File: src/rtl/stack_unit_if.sv
// Bundles the stack command, data and status signals between the stack_unit and its user.
// The ovf/unf error flags exist only when STACK_ERR_EN is defined.
interface stack_unit_if #(
    parameter int WIDTH = 8,
    parameter int DEPTH = 8,
    parameter int CW    = $clog2(DEPTH) + 1
);
    logic             push;
    logic             pop;
    logic             tos;
    logic [WIDTH-1:0] din;
    logic [WIDTH-1:0] dout;
    logic             valid;
    logic             empty;
    logic             full;
    logic [CW-1:0]    count;
`ifdef STACK_ERR_EN
    logic             ovf;
    logic             unf;
`endif

`ifdef STACK_ERR_EN
    modport master (
        output push, pop, tos, din,
        input  dout, valid, empty, full, count, ovf, unf
    );
    modport slave (
        input  push, pop, tos, din,
        output dout, valid, empty, full, count, ovf, unf
    );
`else
    modport master (
        output push, pop, tos, din,
        input  dout, valid, empty, full, count
    );
    modport slave (
        input  push, pop, tos, din,
        output dout, valid, empty, full, count
    );
`endif
endinterface

File: src/rtl/stack_unit.sv
// LIFO stack with registered one-cycle read data, driven by an EMPTY/PART/FULL state machine.
// Define STACK_ERR_EN to add sticky overflow (ovf) and underflow (unf) flags.
module stack_unit #(
    parameter int WIDTH = 8,
    parameter int DEPTH = 8,
    parameter int CW    = $clog2(DEPTH) + 1
) (
    input logic         clk,
    input logic         rst,
    stack_unit_if.slave bus
);

    localparam int AW = $clog2(DEPTH);

    typedef enum logic [1:0] {
        S_EMPTY,
        S_PART,
        S_FULL
    } state_t;

    state_t           state_q, state_d;
    logic [CW-1:0]    count_q, count_d;
    logic [WIDTH-1:0] dout_q, dout_d;
    logic             valid_q, valid_d;
    logic [WIDTH-1:0] mem_q [DEPTH];

    logic             isEmpty;
    logic             isFull;
    logic             popEff;
    logic             readEn;
    logic             replaceEn;
    logic             growEn;
    logic             shrinkEn;
    logic             writeEn;
    logic [CW-1:0]    topCount;
    logic [AW-1:0]    topIdx;
    logic [AW-1:0]    writeIdx;

    // Operation decode: a push together with an effective pop replaces the top in place.
    always_comb begin
        isEmpty   = (state_q == S_EMPTY);
        isFull    = (state_q == S_FULL);
        popEff    = bus.pop && !isEmpty;
        readEn    = (bus.pop || bus.tos) && !isEmpty;
        replaceEn = bus.push && popEff;
        growEn    = bus.push && !popEff && !isFull;
        shrinkEn  = popEff && !bus.push;
        writeEn   = replaceEn || growEn;
        topCount  = count_q - CW'(1);
        topIdx    = topCount[AW-1:0];
        writeIdx  = replaceEn ? topIdx : count_q[AW-1:0];
    end

    always_comb begin
        state_d = state_q;
        count_d = count_q;
        dout_d  = dout_q;
        valid_d = 1'b0;

        if (readEn) begin
            dout_d  = mem_q[topIdx];
            valid_d = 1'b1;
        end

        if (growEn) begin
            count_d = count_q + CW'(1);
        end else if (shrinkEn) begin
            count_d = count_q - CW'(1);
        end

        case (state_q)
            S_EMPTY: begin
                if (growEn) begin
                    state_d = S_PART;
                end
            end
            S_PART: begin
                if (growEn && (count_q == CW'(DEPTH - 1))) begin
                    state_d = S_FULL;
                end else if (shrinkEn && (count_q == CW'(1))) begin
                    state_d = S_EMPTY;
                end
            end
            S_FULL: begin
                if (shrinkEn) begin
                    state_d = S_PART;
                end
            end
            default: begin
                state_d = S_EMPTY;
            end
        endcase
    end

    always_ff @(posedge clk or posedge rst) begin
        if (rst) begin
            state_q <= S_EMPTY;
            count_q <= '0;
            dout_q  <= '0;
            valid_q <= 1'b0;
        end else begin
            state_q <= state_d;
            count_q <= count_d;
            dout_q  <= dout_d;
            valid_q <= valid_d;
        end
    end

    // Storage is deliberately not reset; stale entries are unreachable until rewritten.
    always_ff @(posedge clk) begin
        if (writeEn) begin
            mem_q[writeIdx] <= bus.din;
        end
    end

    assign bus.dout  = dout_q;
    assign bus.valid = valid_q;
    assign bus.empty = (state_q == S_EMPTY);
    assign bus.full  = (state_q == S_FULL);
    assign bus.count = count_q;

`ifdef STACK_ERR_EN
    logic ovf_q, ovf_d;
    logic unf_q, unf_d;

    // A push+pop on an empty stack acts as a plain push, so it is not an underflow.
    always_comb begin
        ovf_d = ovf_q || (bus.push && isFull && !bus.pop);
        unf_d = unf_q || ((bus.pop || bus.tos) && isEmpty && !bus.push);
    end

    always_ff @(posedge clk or posedge rst) begin
        if (rst) begin
            ovf_q <= 1'b0;
            unf_q <= 1'b0;
        end else begin
            ovf_q <= ovf_d;
            unf_q <= unf_d;
        end
    end

    assign bus.ovf = ovf_q;
    assign bus.unf = unf_q;
`endif

endmodule

File: src/flat_wrapper.sv
// flat-port wrapper written by rule: the top's interface ports become plain ports
module stack_unit_flat 
#(
    parameter int WIDTH = 8,
    parameter int DEPTH = 8,
    parameter int CW    = $clog2(DEPTH) + 1
)
  (clk, rst, bus_push, bus_pop, bus_tos, bus_din, bus_dout, bus_valid, bus_empty, bus_full, bus_count);
  stack_unit_if #(.WIDTH(WIDTH), .DEPTH(DEPTH), .CW(CW)) bus_i ();
  input logic clk;
  input logic rst;
  input wire logic [$bits(bus_i.push)-1:0] bus_push;
  input wire logic [$bits(bus_i.pop)-1:0] bus_pop;
  input wire logic [$bits(bus_i.tos)-1:0] bus_tos;
  input wire logic [$bits(bus_i.din)-1:0] bus_din;
  output wire logic [$bits(bus_i.dout)-1:0] bus_dout;
  output wire logic [$bits(bus_i.valid)-1:0] bus_valid;
  output wire logic [$bits(bus_i.empty)-1:0] bus_empty;
  output wire logic [$bits(bus_i.full)-1:0] bus_full;
  output wire logic [$bits(bus_i.count)-1:0] bus_count;
  assign bus_i.push = bus_push;
  assign bus_i.pop = bus_pop;
  assign bus_i.tos = bus_tos;
  assign bus_i.din = bus_din;
  assign bus_dout = bus_i.dout;
  assign bus_valid = bus_i.valid;
  assign bus_empty = bus_i.empty;
  assign bus_full = bus_i.full;
  assign bus_count = bus_i.count;
  stack_unit #(.WIDTH(WIDTH), .DEPTH(DEPTH), .CW(CW)) u_core (.clk(clk), .rst(rst), .bus(bus_i));
endmodule
File: config.mk
export PLATFORM = sky130hd
export DESIGN_NAME = stack_unit_flat
export DESIGN_NICKNAME = d
export VERILOG_FILES = /design/src/rtl/stack_unit_if.sv /design/src/rtl/stack_unit.sv /design/src/flat_wrapper.sv
export SDC_FILE = /design/constraint.sdc
export NUM_CORES = 1
export LEC_CHECK = 0
export BUFFER_PORTS_ARGS = -buffer_cell sky130_fd_sc_hd__buf_4
export CORE_ASPECT_RATIO = 0.9
export CORE_MARGIN = 3
export CORE_UTILIZATION = 45
export CTS_BUF_LIST = sky130_fd_sc_hd__clkbuf_8
export DETAILED_ROUTE_END_ITERATION = 8
export PLACE_DENSITY = 0.65
export SLEW_MARGIN = 0
export SYNTH_ARGS = -nofsm -noshare
export SYNTH_HDL_FRONTEND = slang
export SYNTH_SLANG_ARGS = --single-unit
File: constraint.sdc
create_clock -name clk -period 2.62 [get_ports clk]
set_clock_uncertainty 0.1 [all_clocks]
set_input_delay 0.786 -clock clk [delete_from_list [all_inputs] [get_ports clk]]
set_output_delay 0.786 -clock clk [all_outputs]
set_load 0.05 [all_outputs]
==> impl_metrics.tcl, run 1 <==
set metrics [dict create \
    hold_viol 0 \
    final_nets 275 \
    portBuffers 27 \
    io_pins 28 \
    crit_path_top_delay_cell "dfrtp_1" \
    vdd_drop_max_uv 728.3 \
    vias 1922 \
    synth_area_leaders "edfxtp_1 56%, dfrtp_1 11%, mux2_2 9.6%" \
    critPathArrivalTime_ps 1410 \
    p_int_w 0.003227 \
    grt_pass1_vias 1909 \
    pwr-share-clk 0.182 \
    track_usage 0.1618 \
    dpl.hpwl_mm 4.405 \
    synth_top_cell_area_share 0.5624 \
    antenna_found_initial 0 \
    place_area_um2 3754 \
    fin_crit_sh 0.8757 \
    async_flop_share 0.1899 \
    clockRootBuffer "clkbuf_8" \
    drv_cap 0 \
    placed_cells 341 \
    synth_seq_cells 79 \
    cts_tree "done" \
    syn-instance-count 219 \
    crit_chain "nand2b_2, inv_1, buf_4" \
    synth_area_leader_cell "edfxtp_1" \
    crit_path_start_kind "register" \
    route.detailed.drc 0 \
    ys_warn_count 0 \
    slew_headroom 0.5131 \
    die_h_um 88.67 \
    vias_per_cell 5.384 \
    fin_cells 357 \
    syn_nets 235 \
    switching_share 0.3820 \
    diodes 0 \
    routabilityCongestion 0.7441 \
    num_rows 29 \
    postSynthAreaPerCell_um2 15.60 \
    synth-edff-count 64 \
    combPwrFrac 0.472 \
    fmax_mhz 435.8 \
    htreeDepth 3 \
    layout-drive-gt1-share 0.3788 \
    drtIter0Drc 133 \
    cts.sinks 79 \
    synth.distinct_cells 42 \
    postCtsHoldBufs 0 \
    critPathMaxFanout 13 \
    synth_area_um2 3417 \
    dieArea_um2 8677 \
    first_pass_iters 4 \
    worstPathRequired_ps 1730 \
    rsz0062_at_grt "no" \
    yosysSeqAreaShare 0.6723 \
    post-route-min-period_ps 2294 \
    hold_class "register to register" \
    cpPeakStageDelay_ps 540 \
    ys.flop_type "edfxtp_1" \
    cts-resized-gates 0 \
    p_leak_nw 1.460 \
    setup-tns-final_ps 0 \
    report.power.total_w 0.005222 \
    fill_cells 597 \
    run_status "finished, final reports clean" \
    final_cell_area_um2 3966 \
    cts_inserted_buffers 9 \
    die_x_um 97.86 \
    power_switching_w 0.001995 \
    clk_pin_slew_ps 80 \
    grt_pass1_wl_mm 10.49 \
    power_frac_seq 0.345 \
    grt_max_degree 34 \
    finalSetupViolations 0 \
    clockBufferDepth 2 \
    post-cts-setup-buffers 0 \
    core-area_um2 7221 \
    initial_utilization 0.4732 \
    ant_nets 0 \
    tightest_slew_ps 729.5 \
    overflow 0 \
    power_density_nw_per_um2 1316 \
    clock_latency_ps 340 \
    path_class "register to primary output" \
    cp-end-kind "primary output" \
    wire_per_inst_um 18.35 \
    slew_viol_final 0 \
    area_growth_pct 16.07 \
    totalWireLength_mm 6.550 \
]
## final cells by class
cell class / instances / area (µm²) / area share
Sequential cell: 79 / 2300 / 0.5798
Timing Repair Buffer: 41 / 320.3 / 0.08076
Tap cell: 93 / 116.4 / 0.02934
Inverter: 6 / 22.52 / 0.005678
Clock buffer: 9 / 123.9 / 0.03123
Multi-Input combinational cell: 122 / 994.7 / 0.2508
Clock inverter: 7 / 88.84 / 0.02240
## synthesized netlist by cell type (all sizes together), types with 2 or more instances
cell type,number
dfrtp,15
mux2,30
edfxtp,64
a211oi,2
o31ai,7
nand2,17
xor2,2
o22ai,17
inv,6
o21ai,3
nor2,10
buf,12
mux4,2
a21oi,2
nand2b,3
xnor2,6
ha,3
and3,4
## cells in the final DEF, fill, tap and decap left out, drive strengths merged, types with 4 or more instances in the layout
cell	netlist	layout
clkbuf	0	9
and3	4	4
o31ai	7	7
nor2	10	10
inv	6	7
buf	12	41
dfrtp	15	15
o22ai	17	17
edfxtp	64	64
xnor2	6	6
mux2	30	30
nand2	17	17
## logic make-up (layout without fill, tap and decap cells)
kind of cell	count (synthesis)	after routing	synth area share
DFF	79	79	0.6723
and+or+nand+nor	41	41	0.05895
AOI/OAI and AO/OA	37	37	0.08239
muxes	33	33	0.1161
buffers and inverters	18	63	0.03661
xor gates and xnor gates	8	8	0.02270
adders and majority gates	3	3	0.01099
## per-stage QoR
stage / setup slack [ps] / util / hold WS, ps
6_report: 325.6 / 0.5493 / 386.1
5_1_grt: 242.9 / 0.5493 / 415.1
4_1_cts: 317.9 / 0.5493 / 397.5
3_5_place_dp: 286.6 / 0.5198 / 377.8
3_3_place_gp: 318.0 / 0.5198 / 372.6
2_1_floorplan: -96.40 / - / 509.6
## power groups by stage
stage / logic [W] / registers (W) / clock network, W
after global placement: 0.00246 / 0.00182 / 0
after floorplan: 0.00154 / 0.00214 / 0
after global routing: 0.00266 / 0.00183 / 0.00102
after CTS: 0.00250 / 0.00180 / 0.000979
after detailed placement: 0.00248 / 0.00183 / 0
final: 0.00247 / 0.00180 / 0.000952
## state kept, by name, summed over array words and instances, names as in the netlist
register          count
u_core.bus.count      4
u_core.bus.dout       8
u_core.bus.valid      1
u_core.mem_q         64
u_core.state_q        2
## routing by layer
| metal | GRT usage | part of all wire | wire, µm | up-vias |
|---|---|---|---|---|
| li1 | - | - | - | 914 |
| met1 | 0.2178 | 0.48 | 3155 | 970 |
| met2 | 0.2621 | 0.48 | 3124 | 36 |
| met3 | 0.04255 | 0.040 | 262 | 2 |
| met4 | 0.04906 | 0.0011 | 7 | 0 |
| met5 | 0 | 0 | 0 | - |
## critical path: cells and delay by family (launching register included)
kind          cells  cell delay (ps)
simple gates      1              280
flops             1              540
buf+inv           2              250
## worst paths after layout
check	slack, ps	cells past startpoint	to	startpoint
max	330	3	bus_full	u_core.state_q[0]$_DFFE_PP0P_
min	390	2	u_core.bus.dout[7]$_DFFE_PP0P_	u_core.bus.dout[7]$_DFFE_PP0P_
max reg2reg	440	5	u_core.mem_q[5][5]$_DFFE_PP_	u_core.bus.count[1]$_DFFE_PP0P_
min reg2reg	390	2	u_core.bus.dout[7]$_DFFE_PP0P_	u_core.bus.dout[7]$_DFFE_PP0P_
max in group asynchronous	1450	2	u_core.bus.count[0]$_DFFE_PP0P_	rst
min in group asynchronous	470	2	u_core.bus.dout[2]$_DFFE_PP0P_	rst
(Power assumes the default switching activity.)
==> run 2, diff against run 1 <==
GPL_TIMING_DRIVEN = 0   (was unset)
==> impl_metrics.tcl, run 2 (synthesized netlist as in run 1, its figures left out) <==
set metrics [dict create \
    post-route-min-period_ps 2573 \
    critPathArrivalTime_ps 2490 \
    cts_inserted_buffers 9 \
    finalSetupViolations 0 \
    crit_path_top_delay_cell "xnor2_1" \
    path_class "register to register" \
    report.power.total_w 0.005393 \
    area_growth_pct 18.02 \
    crit_path_start_kind "register" \
    vias 1968 \
    wire_per_inst_um 19.18 \
    drtIter0Drc 136 \
    dpl.hpwl_mm 4.284 \
    route.detailed.drc 0 \
    grt_max_degree 16 \
    critPathMaxFanout 10 \
    antenna_found_initial 0 \
    ant_nets 0 \
    io_pins 28 \
    placed_cells 337 \
    hold_viol 0 \
    overflow 0 \
    htreeDepth 3 \
    layout_commonest_cell "edfxtp_1" \
    setup_ws_ps 47.06 \
    p_leak_nw 1.467 \
    fin_crit_sh 0.9820 \
    r2r_end "u_core.mem_q[7][6]$_DFFE_PP_" \
    first_pass_iters 4 \
    die_h_um 88.67 \
    initial_utilization 0.4732 \
    final_nets 274 \
    clock_latency_ps 340 \
    postCtsHoldBufs 0 \
    diodes 0 \
    clk_pin_slew_ps 80 \
    pre_cts_slack_ps -419.8 \
    dieArea_um2 8677 \
    cts_tree "done" \
    totalWireLength_mm 6.828 \
    r2r_cells 7 \
    r2r-start "u_core.bus.count[0]$_DFFE_PP0P_" \
    largest_reg_flops 64 \
    num_rows 29 \
    run_status "finished, final reports clean" \
    vdd_drop_max_uv 749.8 \
    layout-drive-gt1-share 0.4068 \
    power_density_nw_per_um2 1337 \
    hp-start "u_core.bus.dout[7]$_DFFE_PP0P_" \
    fin_util 0.5585 \
    cts.sinks 79 \
    whs_path_depth 2 \
    die_x_um 97.86 \
    tightest_slew_ps 644.6 \
    hold-path-endpoint "u_core.bus.dout[7]$_DFFE_PP0P_" \
    slew_viol_final 0 \
    core-area_um2 7221 \
    drv_cap 0 \
    layout_common_cells "64 x edfxtp_1, 33 x buf_4, 29 x mux2_2, 16 x o22ai_1, 15 x nand2_1" \
    fin_cells 356 \
    worstPathRequired_ps 2540 \
    cp-end-kind "register" \
    vias_per_cell 5.528 \
    routabilityCongestion 0.7882 \
    track_usage 0.1690 \
    crit_chain "buf_8, inv_1, ha_1, o2111ai_2, xnor2_1, nand2_1, nor2_4" \
    grt_pass1_vias 2015 \
    clockRootBuffer "clkbuf_8" \
    rsz0062_at_grt "yes" \
    clockBufferDepth 2 \
    portBuffers 25 \
    grt_pass1_wl_mm 10.72 \
    reg2reg_slack_ps 50 \
    fmax_mhz 388.7 \
    regMostFlops "u_core.mem_q" \
    hold_class "register to register" \
    slew_headroom 0.5698 \
    cpPeakStageDelay_ps 480 \
]
## run 2: changes by cell type in the layout (fill, tap and decap cells not counted), sizes merged
cell | previous run | this run
clkinv | 2 | 1
inv | 7 | 9
buf | 41 | 40
clkinvlp | 2 | 1
## run 2: layout make-up
type                    instances  area [µm²]
inverters                       6       22.52
multi-input cells             122        1040
clock buffers                   9       123.9
repair buffers                 28       235.2
well taps                      93       116.4
flip-flops and latches         79        2300
clock inverters                 7       88.84
fillers                       596        3188
plain buffers                  12       106.4
## run 2: how the worst max path moves through the flow
stage,from,depth (start not counted),endpoint
after floorplan,u_core.bus.count[0]$_DFFE_PP0P_,8,u_core.mem_q[2][0]$_DFFE_PP_
after global placement,u_core.bus.count[0]$_DFFE_PP0P_,8,u_core.mem_q[2][6]$_DFFE_PP_
after detailed placement,u_core.bus.count[0]$_DFFE_PP0P_,8,u_core.mem_q[2][6]$_DFFE_PP_
after CTS,u_core.bus.count[0]$_DFFE_PP0P_,8,u_core.mem_q[6][1]$_DFFE_PP_
after global routing,u_core.bus.count[0]$_DFFE_PP0P_,7,u_core.mem_q[3][3]$_DFFE_PP_
final,u_core.bus.count[0]$_DFFE_PP0P_,7,u_core.mem_q[7][6]$_DFFE_PP_
## run 2: report_power, final
group          switching, W  internal [W]  leakage [nW]
sequential         0.000117       0.00167         0.757
combinational       0.00158       0.00108         0.598
clock              0.000414      0.000531         0.112
total               0.00211       0.00328          1.47
## run 2: metrics by stage
stage	cell area, µm²	setup TNS, ps	hold slack [ps]
finish	4033	0	378.5
floorplan	3420	-1542	509.6
CTS	4001	-1.309	386.8
global route	4033	-2629	424.8
global placement	3724	-14870	368.8
detailed placement	3724	-15020	369.8
## run 2: worst max-delay path: cells and delay by family (launching register included)
| kind | cells | cell delay [ps] |
|---|---|---|
| AOI/OAI and AO/OA | 1 | 190 |
| xor gates and xnor gates | 1 | 480 |
| adders and majority gates | 1 | 300 |
| buffers and inverters | 2 | 270 |
| DFF | 1 | 440 |
| and+or+nand+nor | 2 | 470 |
## run 2: repair_timing
| action | in CTS | in global routing |
|---|---|---|
| pin swaps | 1 | 1 |
| endpoints found under the hold margin | 0 | 0 |
| setup endpoints to repair | 48 | 64 |
| resized for setup | 12 | 3 |
| setup buffers | 2 | 1 |
## run 2: layer usage
layer	wire length, µm	GRT usage	share of wire	up-vias
met5	0	0	0	-
met1	2950	0.2146	0.43	978
met3	432	0.05043	0.063	11
li1	-	-	-	909
met4	78	0.06289	0.011	0
met2	3367	0.2787	0.49	70
==> run 3, diff against run 2 <==
clock period = 2.3 ns   (was 2.62 ns; I/O delays follow)
==> impl_metrics.tcl, run 3 (synthesized netlist as in run 1, its figures left out) <==
set metrics [dict create \
    run_status "finished, final reports clean" \
    wire_per_inst_um 19.50 \
    clk_pin_slew_ps 80 \
    route.detailed.drc 0 \
    vias_per_cell 5.306 \
    drtIter0Drc 75 \
    clockBufferDepth 2 \
    fin_crit_sh 0.9666 \
    critical_path_buf_inv_count 4 \
    power_density_nw_per_um2 1513 \
    clock_latency_ps 350 \
    track_usage 0.1783 \
    io_pins 28 \
    area_growth_pct 23.54 \
    num_rows 29 \
    grt_max_degree 16 \
    crit_path_top_delay_cell "dfrtp_2" \
    timing.hold.ws_ps 353.8 \
    first_pass_iters 4 \
    layout-drive-gt1-share 0.4529 \
    ant_nets 0 \
    finalSetupViolations 0 \
    cts_inserted_buffers 9 \
    setup_ws_ps 76.72 \
    critPathMaxFanout 10 \
    critPathArrivalTime_ps 2190 \
    rsz0062_at_grt "no" \
    slew_viol_final 0 \
    overflow 0 \
    worstPathRequired_ps 2270 \
    fmax_mhz 449.8 \
    post-route-min-period_ps 2223 \
    crit_path_start_kind "register" \
    hold_class "input port to async pin" \
    final_cell_area_um2 4222 \
    place_area_um2 3774 \
    dieArea_um2 8677 \
    drv_cap 0 \
    path_delay_family "buffers and inverters" \
    path_class "register to register" \
    grt_pass1_vias 1986 \
    antenna_found_initial 0 \
    p_leak_nw 1.543 \
    die_x_um 97.86 \
    cpPeakStageDelay_ps 480 \
    portBuffers 25 \
    totalWireLength_mm 7.196 \
    hold_viol 0 \
    fin_util 0.5846 \
    regMostFlops "u_core.mem_q" \
    largest_reg_flops 64 \
    cpMostUsedCell "buf_6" \
    initial_utilization 0.4732 \
    vias 1958 \
    layout_commonest_cell "edfxtp_1" \
    report.power.total_w 0.006387 \
    crit_chain "inv_4, ha_4, buf_6, buf_6, mux2_4, nand2b_4, nor2_4, buf_4" \
    pre_cts_slack_ps -532.1 \
    die_h_um 88.67 \
    cts_tree "done" \
    dpl.hpwl_mm 4.411 \
    vdd_drop_max_uv 755.6 \
    cp-end-kind "register" \
    clockRootBuffer "clkbuf_8" \
    grt_pass1_wl_mm 11.01 \
    slew_headroom 0.5246 \
    diodes 0 \
    core-area_um2 7221 \
    htreeDepth 3 \
    cts.sinks 79 \
    layout_common_cells "64 x edfxtp_1, 42 x buf_4, 29 x mux2_2, 16 x o22ai_1, 15 x nand2_1" \
    routabilityCongestion 0.7760 \
    final_nets 287 \
    tightest_slew_ps 712.4 \
]
## run 3: worst paths after layout
| kind | start | endpoint | slack [ps] | depth (start not counted) |
|---|---|---|---|---|
| max in group asynchronous | rst | u_core.bus.count[0]$_DFFE_PP0P_ | 1250 | 2 |
| min in group clk | u_core.bus.dout[3]$_DFFE_PP0P_ | u_core.bus.dout[3]$_DFFE_PP0P_ | 390 | 2 |
| worst min register to register | u_core.bus.dout[3]$_DFFE_PP0P_ | u_core.bus.dout[3]$_DFFE_PP0P_ | 390 | 2 |
| worst max-delay path | u_core.bus.count[0]$_DFFE_PP0P_ | u_core.mem_q[2][3]$_DFFE_PP_ | 80 | 8 |
| worst max register to register | u_core.bus.count[0]$_DFFE_PP0P_ | u_core.mem_q[2][3]$_DFFE_PP_ | 80 | 8 |
| worst min-delay path | rst | u_core.bus.dout[3]$_DFFE_PP0P_ | 350 | 2 |
## run 3: timing repair
| action | CTS | global route |
|---|---|---|
| hold buffers | 0 | 0 |
| pin swaps | 4 | 4 |
| setup endpoints to repair | 64 | 64 |
| hold endpoints to repair | 0 | 0 |
| gates resized for setup | 10 | 4 |
| buffers inserted | 8 | 9 |
## run 3: final cells by class
| class | count | area [µm²] |
|---|---|---|
| fillers | 569 | 2999 |
| flip-flops and latches | 79 | 2300 |
| multi-input cells | 122 | 1104 |
| repair buffers | 42 | 377.9 |
| clock buffers | 10 | 137.6 |
| well taps | 93 | 116.4 |
| plain buffers | 11 | 98.84 |
| clock inverters | 6 | 62.56 |
| inverters | 6 | 25.02 |
## run 3: per-stage QoR
stage,std cells,setup TNS (ps)
finish,369,0
global route,369,0
CTS,360,0
detailed placement,337,-18670
global placement,337,-16250
floorplan,219,-2508
## run 3: routing by layer
metal  vias up  part of all wire  GRT usage
met4         0             0.017    0.06038
met3        11             0.039    0.04807
met5         -                 0          0
met1       972              0.44     0.2197
met2        34              0.50     0.3084
li1        941                 -          -
## run 3: power by group
group,leakage (nW),internal (W),switching [W]
clock network,0.105,0.000527,0.000483
logic,0.681,0.00144,0.00190
registers,0.757,0.00190,0.000142
